File: config.mk
export PLATFORM = sky130hd
export DESIGN_NAME = cpu_cs_useq
export DESIGN_NICKNAME = d
export VERILOG_FILES = /design/src/rtl/cpu_cs_pkg.sv /design/src/rtl/cpu_cs_ustack.sv /design/src/rtl/cpu_cs_useq.sv
export SDC_FILE = /design/constraint.sdc
export NUM_CORES = 1
export LEC_CHECK = 0
export BUFFER_PORTS_ARGS = -buffer_cell sky130_fd_sc_hd__buf_2
export CAP_MARGIN = 40
export CORE_MARGIN = 2
export CORE_UTILIZATION = 40
export DETAILED_ROUTE_END_ITERATION = 7
export SLEW_MARGIN = 25
export SYNTH_ARGS = -nofsm -noshare
export SYNTH_HDL_FRONTEND = slang
export SYNTH_SLANG_ARGS = --single-unit
File: constraint.sdc
create_clock -name CLK -period 6.6 [get_ports CLK]
set_clock_uncertainty 0.05 [all_clocks]
set_input_delay 0.99 -clock CLK [delete_from_list [all_inputs] [get_ports CLK]]
set_output_delay 0.99 -clock CLK [all_outputs]
set_load 0.05 [all_outputs]
File: src/rtl/cpu_cs_pkg.sv
// Shared types for the control-store micro-sequencer: next-address commands,
// sequencer FSM states and the microstack request bundle.
package cpu_cs_pkg;

  localparam int CSA_W = 13;
  localparam int CNT_W = 8;

  typedef enum logic [2:0] {
    CMD_CONT  = 3'd0,
    CMD_JMP   = 3'd1,
    CMD_CALL  = 3'd2,
    CMD_RET   = 3'd3,
    CMD_MAP   = 3'd4,
    CMD_LOOP  = 3'd5,
    CMD_LDCNT = 3'd6,
    CMD_HOLD  = 3'd7
  } cmd_e;

  typedef enum logic [1:0] {
    ST_RST_VEC = 2'd0,
    ST_RUN     = 2'd1,
    ST_STALLED = 2'd2,
    ST_TRAPPED = 2'd3
  } useq_state_e;

  typedef struct packed {
    logic             push;
    logic             pop;
    logic [CSA_W-1:0] data;
  } ustk_req_t;

  // Micro-PC increment; wraps at the top of the control store.
  function automatic logic [CSA_W-1:0] csa_inc(input logic [CSA_W-1:0] a);
    return a + CSA_W'(1);
  endfunction

endpackage

File: src/rtl/cpu_cs_ustack.sv
// Microstack: STACK_DEPTH x CSA_W LIFO. Pushes when full and pops when empty are
// dropped here; the sequencer turns them into a stack error.
module cpu_cs_ustack
  import cpu_cs_pkg::*;
#(
  parameter  int STACK_DEPTH = 8,
  localparam int LVL_W       = $clog2(STACK_DEPTH + 1),
  localparam int AW          = $clog2(STACK_DEPTH)
) (
  input  logic             clk,
  input  logic             rst,
  input  ustk_req_t        req,
  output logic [CSA_W-1:0] top,
  output logic             full,
  output logic             empty,
  output logic [LVL_W-1:0] level
);

  logic [CSA_W-1:0] mem [STACK_DEPTH];
  logic [AW-1:0]    top_idx;

  assign full    = (level == LVL_W'(STACK_DEPTH));
  assign empty   = (level == '0);
  assign top_idx = AW'(level - LVL_W'(1));
  assign top     = mem[top_idx];

  always_ff @(posedge clk or posedge rst) begin
    if (rst) begin
      level <= '0;
      for (int i = 0; i < STACK_DEPTH; i++) mem[i] <= '0;
    end else if (req.push && !full) begin
      mem[level[AW-1:0]] <= req.data;
      level              <= level + LVL_W'(1);
    end else if (req.pop && !empty) begin
      level <= level - LVL_W'(1);
    end
  end

endmodule

File: src/rtl/cpu_cs_useq.sv
// Control-store micro-sequencer: picks the next CSA from the command, condition,
// microstack, loop counter and trap input; STALL freezes everything.
module cpu_cs_useq
  import cpu_cs_pkg::*;
#(
  parameter int          STACK_DEPTH = 8,
  parameter logic [12:0] RESET_VEC   = 13'h0000,
  parameter logic [12:0] TRAP_VEC    = 13'h0010
) (
  input  logic        CLK,
  input  logic        RESET,
  input  logic        STALL,
  input  logic        TRAP,
  input  logic [2:0]  CMD,
  input  logic        COND,
  input  logic [12:0] JADDR,
  input  logic [12:0] MAPADDR,
  output logic [12:0] CSA_12_0,
  output logic        CSA_VLD,
  output logic        STK_ERR,
  output logic [3:0]  STK_LVL
);

  localparam int LVL_W = $clog2(STACK_DEPTH + 1);

  logic [CSA_W-1:0] upc, csa_nxt, stk_top;
  logic [CNT_W-1:0] cnt, cnt_nxt;
  logic             stk_full, stk_empty, err_set, trap_evt;
  logic [LVL_W-1:0] stk_level;
  ustk_req_t        stk_req;
  useq_state_e      state;
  cmd_e             cmd;

  assign cmd      = cmd_e'(CMD);
  assign upc      = csa_inc(CSA_12_0);
  assign trap_evt = TRAP | err_set;

  cpu_cs_ustack #(.STACK_DEPTH(STACK_DEPTH)) u_stack (
    .clk   (CLK),
    .rst   (RESET),
    .req   (stk_req),
    .top   (stk_top),
    .full  (stk_full),
    .empty (stk_empty),
    .level (stk_level)
  );

  // Next-address mux. A push into a full stack or a pop from an empty one
  // diverts to TRAP_VEC and leaves the stack untouched.
  always_comb begin
    csa_nxt = CSA_12_0;
    cnt_nxt = cnt;
    err_set = 1'b0;
    stk_req = '0;
    if (TRAP) begin
      csa_nxt      = TRAP_VEC;
      stk_req.data = CSA_12_0;
      if (stk_full) err_set      = 1'b1;
      else          stk_req.push = 1'b1;
    end else begin
      case (cmd)
        CMD_CONT: csa_nxt = upc;
        CMD_JMP:  csa_nxt = COND ? JADDR : upc;
        CMD_CALL: begin
          if (!COND) begin
            csa_nxt = upc;
          end else if (stk_full) begin
            csa_nxt = TRAP_VEC;
            err_set = 1'b1;
          end else begin
            csa_nxt      = JADDR;
            stk_req.push = 1'b1;
            stk_req.data = upc;
          end
        end
        CMD_RET: begin
          if (stk_empty) begin
            csa_nxt = TRAP_VEC;
            err_set = 1'b1;
          end else begin
            csa_nxt     = stk_top;
            stk_req.pop = 1'b1;
          end
        end
        CMD_MAP:  csa_nxt = MAPADDR;
        CMD_LOOP: begin
          if (cnt != '0) begin
            cnt_nxt = cnt - CNT_W'(1);
            csa_nxt = JADDR;
          end else begin
            csa_nxt = upc;
          end
        end
        CMD_LDCNT: begin
          cnt_nxt = JADDR[CNT_W-1:0];
          csa_nxt = upc;
        end
        CMD_HOLD: csa_nxt = CSA_12_0;
        default:  csa_nxt = upc;
      endcase
    end
    if (STALL) begin
      stk_req = '0;
      err_set = 1'b0;
    end
  end

  // CSA_VLD is a decode of the registered state: low only while stalled.
  assign CSA_VLD = (state != ST_STALLED);
  assign STK_LVL = 4'(stk_level);

  always_ff @(posedge CLK or posedge RESET) begin
    if (RESET) begin
      CSA_12_0 <= RESET_VEC;
      STK_ERR  <= 1'b0;
      cnt      <= '0;
      state    <= ST_RST_VEC;
    end else begin
      if (!STALL) begin
        CSA_12_0 <= csa_nxt;
        cnt      <= cnt_nxt;
        if (err_set) STK_ERR <= 1'b1;
      end
      case (state)
        ST_STALLED: state <= STALL ? ST_STALLED : (trap_evt ? ST_TRAPPED : ST_RUN);
        default:    state <= STALL ? ST_STALLED : (trap_evt ? ST_TRAPPED : ST_RUN);
      endcase
    end
  end

endmodule

==> results of run 1 <==
[per-stage QoR]
step,power [mW],cells
6_report,3.04,981
5_1_grt,3.22,981
4_1_cts,3.06,981
3_5_place_dp,2.11,950
3_3_place_gp,2.04,938
2_1_floorplan,1.83,709
[power groups by stage]
stage          sequential [mW]  clock, mW  combinational [mW]
2_1_floorplan             1.18          0               0.656
3_3_place_gp              1.19          0               0.853
3_5_place_dp              1.17          0               0.937
4_1_cts                   1.16      0.965               0.940
5_1_grt                   1.19       1.01                1.03
6_report                  1.16      0.949               0.932
[flip-flops by register name, summed over array words and instances, names as in the netlist]
register	cells
u_stack.mem	104
CSA_12_0	13
cnt	8
u_stack.level	4
state	2
STK_ERR	1
[logic make-up after synthesis]
logic type	Yosys count	share of synthesized area
AO/OA/AOI/OAI	217	0.193
XOR/XNOR	16	0.0206
adder cells (fa/ha/maj)	5	0.00919
buffers and inverters	59	0.0347
flip-flops	132	0.485
multiplexers	32	0.0949
AND/OR/NAND/NOR	248	0.162
[routing by layer]
layer	part of all wire	wire length, um	global-route usage
met5	0	0	0
met4	0.028	516	0.0807
met3	0.065	1210	0.0612
met2	0.46	8520	0.335
met1	0.45	8230	0.287
[how the worst max path moves through the flow]
stage                                              end  slack (ns)  depth (start not counted)
after floorplan                CSA_12_0[0]$_DFFE_PP0P_        2.03                          1
after global placement         CSA_12_0[9]$_DFFE_PP0P_        2.89                          8
after detailed placement  u_stack.level[3]$_DFFE_PP0P_        3.34                          7
after CTS                      CSA_12_0[9]$_DFFE_PP0P_        3.39                          8
after global routing           CSA_12_0[9]$_DFFE_PP0P_        3.17                          8
final                          CSA_12_0[9]$_DFFE_PP0P_        3.36                          8
[Yosys cell counts (7+ instances only)]
master                     number  area (um^2)
sky130_fd_sc_hd__o21ai_0      134          671
sky130_fd_sc_hd__dfrtp_1      132         3300
sky130_fd_sc_hd__inv_1         11         41.3
sky130_fd_sc_hd__xor2_1         7         61.3
sky130_fd_sc_hd__nand2b_1       7         43.8
sky130_fd_sc_hd__nand2_1      145          544
sky130_fd_sc_hd__clkbuf_1      33          124
sky130_fd_sc_hd__nand3_1       12         60.1
sky130_fd_sc_hd__mux4_2        26          586
sky130_fd_sc_hd__a22oi_1        9         67.6
sky130_fd_sc_hd__xnor2_1        9         78.8
sky130_fd_sc_hd__nor3_1        12         60.1
sky130_fd_sc_hd__a21oi_1       21          105
sky130_fd_sc_hd__nor2_1        37          139
sky130_fd_sc_hd__buf_2         12         60.1
[critical path: cells and delay by family, from the launching register on]
family / cells / cell delay (ns)
adder cells (fa/ha/maj): 1 / 0.47
buffers and inverters: 2 / 0.61
multiplexers: 1 / 0.58
AND/OR/NAND/NOR: 1 / 0.08
flip-flops: 1 / 0.63
AO/OA/AOI/OAI: 3 / 0.66
[cell type report]
type,instances,area share
timing repair buffer,68,0.0574
clock inverter,10,0.0156
multi-input combinational,518,0.411
clock buffer,21,0.0604
tap,220,0.0346
inverter,12,0.00597
sequential,132,0.415
[cell usage in the layout, fill, tap and decap left out, types with 10 or more instances in the layout]
| cell type | instances |
|---|---|
| sky130_fd_sc_hd__nand2_1 | 145 |
| sky130_fd_sc_hd__o21ai_0 | 134 |
| sky130_fd_sc_hd__dfrtp_1 | 131 |
| sky130_fd_sc_hd__buf_2 | 54 |
| sky130_fd_sc_hd__nor2_1 | 37 |
| sky130_fd_sc_hd__mux4_2 | 26 |
| sky130_fd_sc_hd__a21oi_1 | 21 |
| sky130_fd_sc_hd__clkbuf_16 | 17 |
| sky130_fd_sc_hd__nor3_1 | 12 |
| sky130_fd_sc_hd__nand3_1 | 11 |
| sky130_fd_sc_hd__inv_1 | 10 |
==> impl_metrics.toml, run 1 <==
[floorplan]
number_of_ports_placed_on_the_die_boundary = 53
num_rows = 47
floorplan.initialDensity = 0.410
die_height_um = 134
dieWidth_um = 134
core_area_mm2 = 0.0166
die_area_mm2 = 0.0181

[timing]
timing.final.setup_violations = 0
max_slew.worst_pin.slew_ns = 0.744
grt_setup_unrepaired = "false"
max-slew-margin-rel = 0.503
max_clock_freq_mhz = 309
final.period_utilization = 0.490
timing.setup.tns_ns = 0
slew_violations = 0
final_hold_viol_count = 0
hold_ws_ns = 0.402
setup_slack_ns = 3.36
post-route-min-period_ns = 3.24

[final_layout]
utilization = 0.480
multiInputGateArea_mm2 = 0.00327
design_area_mm2 = 0.00796
filler_cell_count = 1591
area_growth_syn_to_layout_pct = 16.9
antenna-diode-count = 0
layout.nets = 788
layout-drive-gt1-share = 0.184
layout.area.seq_mm2 = 0.00330

[clocking]
cts.path.max_buffers = 2
cts_max_level = 4
cts_hold_buf = 0
tritoncts.num_buffers = 17
cts_setup_buffers = 0
clk_pin_slew_ns = 0.06
post_cts_resize_count = 0
clock_insertion_delay_worst_skew_ns = 0.42
cts_tree = "built"
cts.sinks = 132
ctsRootBufferMaster = "sky130_fd_sc_hd__clkbuf_16"

[yosys]
synth-seq-cells = 132
number_of_flops_mapped_to_enable_cells_by_yosys = 0
synth_area_mm2 = 0.00681
synth.yosys.warnings = 0
netlist_instances = 709
ys_types = 63
ys_seq_area_frac = 0.485
mapped_nets = 748
ys_async_rst_share = 1.00
postSynthAreaPerCell_um2 = 9.60
post_synth_top_flop = "sky130_fd_sc_hd__dfrtp_1"

[placement]
io_buffers = 52
placed_area_mm2 = 0.00736
dp_wirelength_um = 13500
preCtsSetupSlack_ns = 3.34
place.gp.congestion = 0.930

[critical_path]
ff2ff_path_depth = 8
cp_data_arrival_time_ns = 3.46
crit_fanout = 24
reg2reg_slack_ns = 3.36
reg_to_reg_critical_path_endpoint = "CSA_12_0[9]$_DFFE_PP0P_"
crit_path_cell_trace = "inv_1 > ha_1 > buf_4 > mux4_2 > a221oi_1 > nand2_1 > a221oi_1 > o221ai_1"
critical_path_required_ns = 6.83
critical_setup_path_kind = "reg -> reg"
cp_common_cell = "sky130_fd_sc_hd__a221oi_1"
critPathLaunch = "u_stack.level[0]$_DFFE_PP0P_"
worstSetupEndpointType = "register"
max_stage_delay_ns = 0.63
rr_startpoint = "u_stack.level[0]$_DFFE_PP0P_"
startpoint_type = "register"
worst_path_max_delay_cell = "sky130_fd_sc_hd__dfrtp_2"

[flow_run]
cap_violations = 0

[drt]
drt-vias-per-instance = 5.67
detail_route.wl_per_cell_um = 18.8
via_count = 5566
drtIter0Drc = 366
antenna_left = 0
detail_route.first_pass.iterations = 6
remaining_drc_errors = 0
detail_route.wirelength_um = 18500

[min_path]
min_from = "STK_ERR$_DFFE_PP0P_"
hp-class = "reg -> reg"
worst_hold_path.endpoint = "STK_ERR$_DFFE_PP0P_"
whs_path_depth = 1

[run_status]
outcome = "finished, final reports clean"

[power]
power.combinational.fraction = 0.306
net-switching-power_mw = 1.07
swShare = 0.352
share_seq_of_total_power = 0.382
power.density_mw_per_mm2 = 382
p_leak_nw = 3.37
internal_power_mw = 1.97
power.ir.vdd_worst_mv = 0.201
power.share.clock = 0.312

[global_routing]
grt_overflow_total = 0
maximum_number_of_pins_on_one_net_before_global_route_repair = 51
initial_antenna_violation_count = 0
grt_pass1_wl_um = 29700
track_usage = 0.215
first_global_vias = 5449
Power figures use the tool's default switching activity.
==> run 2, diff against run 1 <==
==> constraint.sdc (replaced) <==
create_clock -name CLK -period 3 [get_ports CLK]
set_clock_uncertainty 0.05 [all_clocks]
set_input_delay 0.45 -clock CLK [delete_from_list [all_inputs] [get_ports CLK]]
set_output_delay 0.45 -clock CLK [all_outputs]
set_load 0.05 [all_outputs]
==> impl_metrics.toml, run 2 (same netlist as run 1, synthesis figures left out) <==
[run_status]
outcome = "finished, final reports clean"

[drt]
detail_route.wl_per_cell_um = 19.2
antenna_left = 0
met3RoutedLength_um = 992
met2RoutedLength_um = 9040
wl_met1_um = 8590
detail_route.first_pass.iterations = 5
via_count = 5622
detail_route.wirelength_um = 19000
top_layer_used = "met4"
drtIter0Drc = 536
drt-vias-per-instance = 5.67
remaining_drc_errors = 0

[power]
power.ir.vdd_worst_mv = 0.514
fin_total_pwr_mw = 6.53
p_leak_nw = 3.35
power.density_mw_per_mm2 = 825

[final_layout]
layout-drive-gt1-share = 0.188
regMostFlops = "u_stack.mem"
finalNonFillerCells = 991
layout.nets = 798
design_area_mm2 = 0.00791
utilization = 0.477
layout_commonest_cell = "sky130_fd_sc_hd__nand2_1"
number_of_flip_flops_under_the_largest_register_name = 104
mostFrequentLayoutCells = "sky130_fd_sc_hd__nand2_1 (145), sky130_fd_sc_hd__o21ai_0 (134), sky130_fd_sc_hd__dfrtp_1 (131)"
filler_cell_count = 1605
largest_registers = "u_stack.mem x104, CSA_12_0 x13, cnt x8"
antenna-diode-count = 0
area_growth_syn_to_layout_pct = 16.2

[clocking]
post_cts_resize_count = 0
ctsRootBufferMaster = "sky130_fd_sc_hd__clkbuf_16"
cts_max_level = 4
tritoncts.num_buffers = 17
cts_setup_buffers = 0
clock_insertion_delay_worst_skew_ns = 0.42
cts_hold_buf = 0
cts.sinks = 132
cts_tree = "built"
clk_pin_slew_ns = 0.06
cts.path.max_buffers = 2

[global_routing]
grt_overflow_total = 0
maximum_number_of_pins_on_one_net_before_global_route_repair = 49
grt_pass1_wl_um = 30700
track_usage = 0.221
first_global_vias = 5550
initial_antenna_violation_count = 0

[critical_path]
crit_fanout = 8
rr_startpoint = "CSA_12_0[0]$_DFFE_PP0P_"
worst_path_dominant_cell_family = "simple AND/OR/NAND/NOR gates"
worst_path_max_delay_cell = "sky130_fd_sc_hd__dfrtp_1"
critical_path_required_ns = 3.22
reg_to_reg_critical_path_endpoint = "u_stack.mem[86]$_DFFE_PP0P_"
cp.buffers_inverters = 0
max_stage_delay_ns = 0.50
critical_setup_path_kind = "reg -> reg"
startpoint_type = "register"
crit_path_cell_trace = "ha_1 > and3_1 > nand3_1 > nor2_1 > xnor2_1 > a2bb2oi_1 > o21ai_0"
cp_data_arrival_time_ns = 2.90
reg2reg_slack_ns = 0.32
ff2ff_path_depth = 7
worstSetupEndpointType = "register"

[timing]
post-route-min-period_ns = 2.68
timing.setup.tns_ns = 0
timing.final.setup_violations = 0
max_slew.worst_pin.slew_ns = 0.660
max_clock_freq_mhz = 373
grt_setup_unrepaired = "false"
slew_violations = 0
final_hold_viol_count = 0
final.period_utilization = 0.894
max-slew-margin-rel = 0.548

[floorplan]
core_area_mm2 = 0.0166
die_area_mm2 = 0.0181
floorplan.initialDensity = 0.410
number_of_ports_placed_on_the_die_boundary = 53
num_rows = 47
dieWidth_um = 134
die_height_um = 134

[placement]
place.gp.congestion = 0.911
dp_wirelength_um = 13200
post-place-cells = 960
placed_area_mm2 = 0.00739
io_buffers = 52

[flow_run]
cap_violations = 0

[min_path]
hp-class = "in -> async"
-- run 2: changes by cell type in the layout (fill, tap and decap cells not counted), sizes merged --
cell,before,now
buf,68,78
bufinv,2,0
clkbuf,21,23
clkinvlp,2,4
inv,12,10
-- run 2: worst max path at each step --
stage                            startpoint                           to  slack (ns)  cells past startpoint
4_1_cts             CSA_12_0[0]$_DFFE_PP0P_  u_stack.mem[86]$_DFFE_PP0P_        0.34                      7
3_3_place_gp   u_stack.level[0]$_DFFE_PP0P_      CSA_12_0[4]$_DFFE_PP0P_        0.36                      6
6_report            CSA_12_0[0]$_DFFE_PP0P_  u_stack.mem[86]$_DFFE_PP0P_        0.32                      7
2_1_floorplan  u_stack.level[0]$_DFFE_PP0P_      CSA_12_0[4]$_DFFE_PP0P_        0.04                     11
5_1_grt             CSA_12_0[0]$_DFFE_PP0P_  u_stack.mem[86]$_DFFE_PP0P_        0.09                      7
3_5_place_dp                         CMD[0]  u_stack.mem[71]$_DFFE_PP0P_        0.35                      7
-- run 2: worst register-to-register path: cells and delay by family, from the launching register on --
kind                     cells  cell delay, ns
AND/OR/NAND/NOR              3            0.78
AO/OA/AOI/OAI                2            0.68
XOR/XNOR                     1            0.16
flip-flops                   1            0.50
adder cells (fa/ha/maj)      1            0.38
-- run 2: metal layers --
| metal | GRT usage | vias to the layer above |
|---|---|---|
| li1 | - | 2631 |
| met1 | 0.306 | 2799 |
| met2 | 0.347 | 159 |
| met3 | 0.0525 | 33 |
| met4 | 0.0696 | 0 |
| met5 | 0 | - |
-- run 2: area by class of cell --
cell class                 instances  area (um^2)  share of cell area
clock buffer                      23          468              0.0591
inverter                          12         48.8             0.00617
clock inverter                     8         55.1             0.00696
sequential                       132         3300               0.418
tap                              220          275              0.0348
timing repair buffer              78          493              0.0623
multi-input combinational        518         3270               0.413
-- run 2: per-stage QoR --
| step | hold WS, ns | worst slack [ns] |
|---|---|---|
| after global placement | 0.386 | 0.361 |
| after floorplan | 0.395 | 0.0448 |
| after global routing | 0.135 | 0.0875 |
| after CTS | 0.0947 | 0.335 |
| final | 0.0837 | 0.319 |
| after detailed placement | 0.415 | 0.350 |
-- run 2: power breakdown --
part / total [mW] / switching (mW) / leakage (nW) / internal [mW]
sequential: 2.48 / 0.286 / 1.79 / 2.20
combinational: 2.19 / 1.30 / 1.32 / 0.883
clock: 1.86 / 0.765 / 0.249 / 1.09
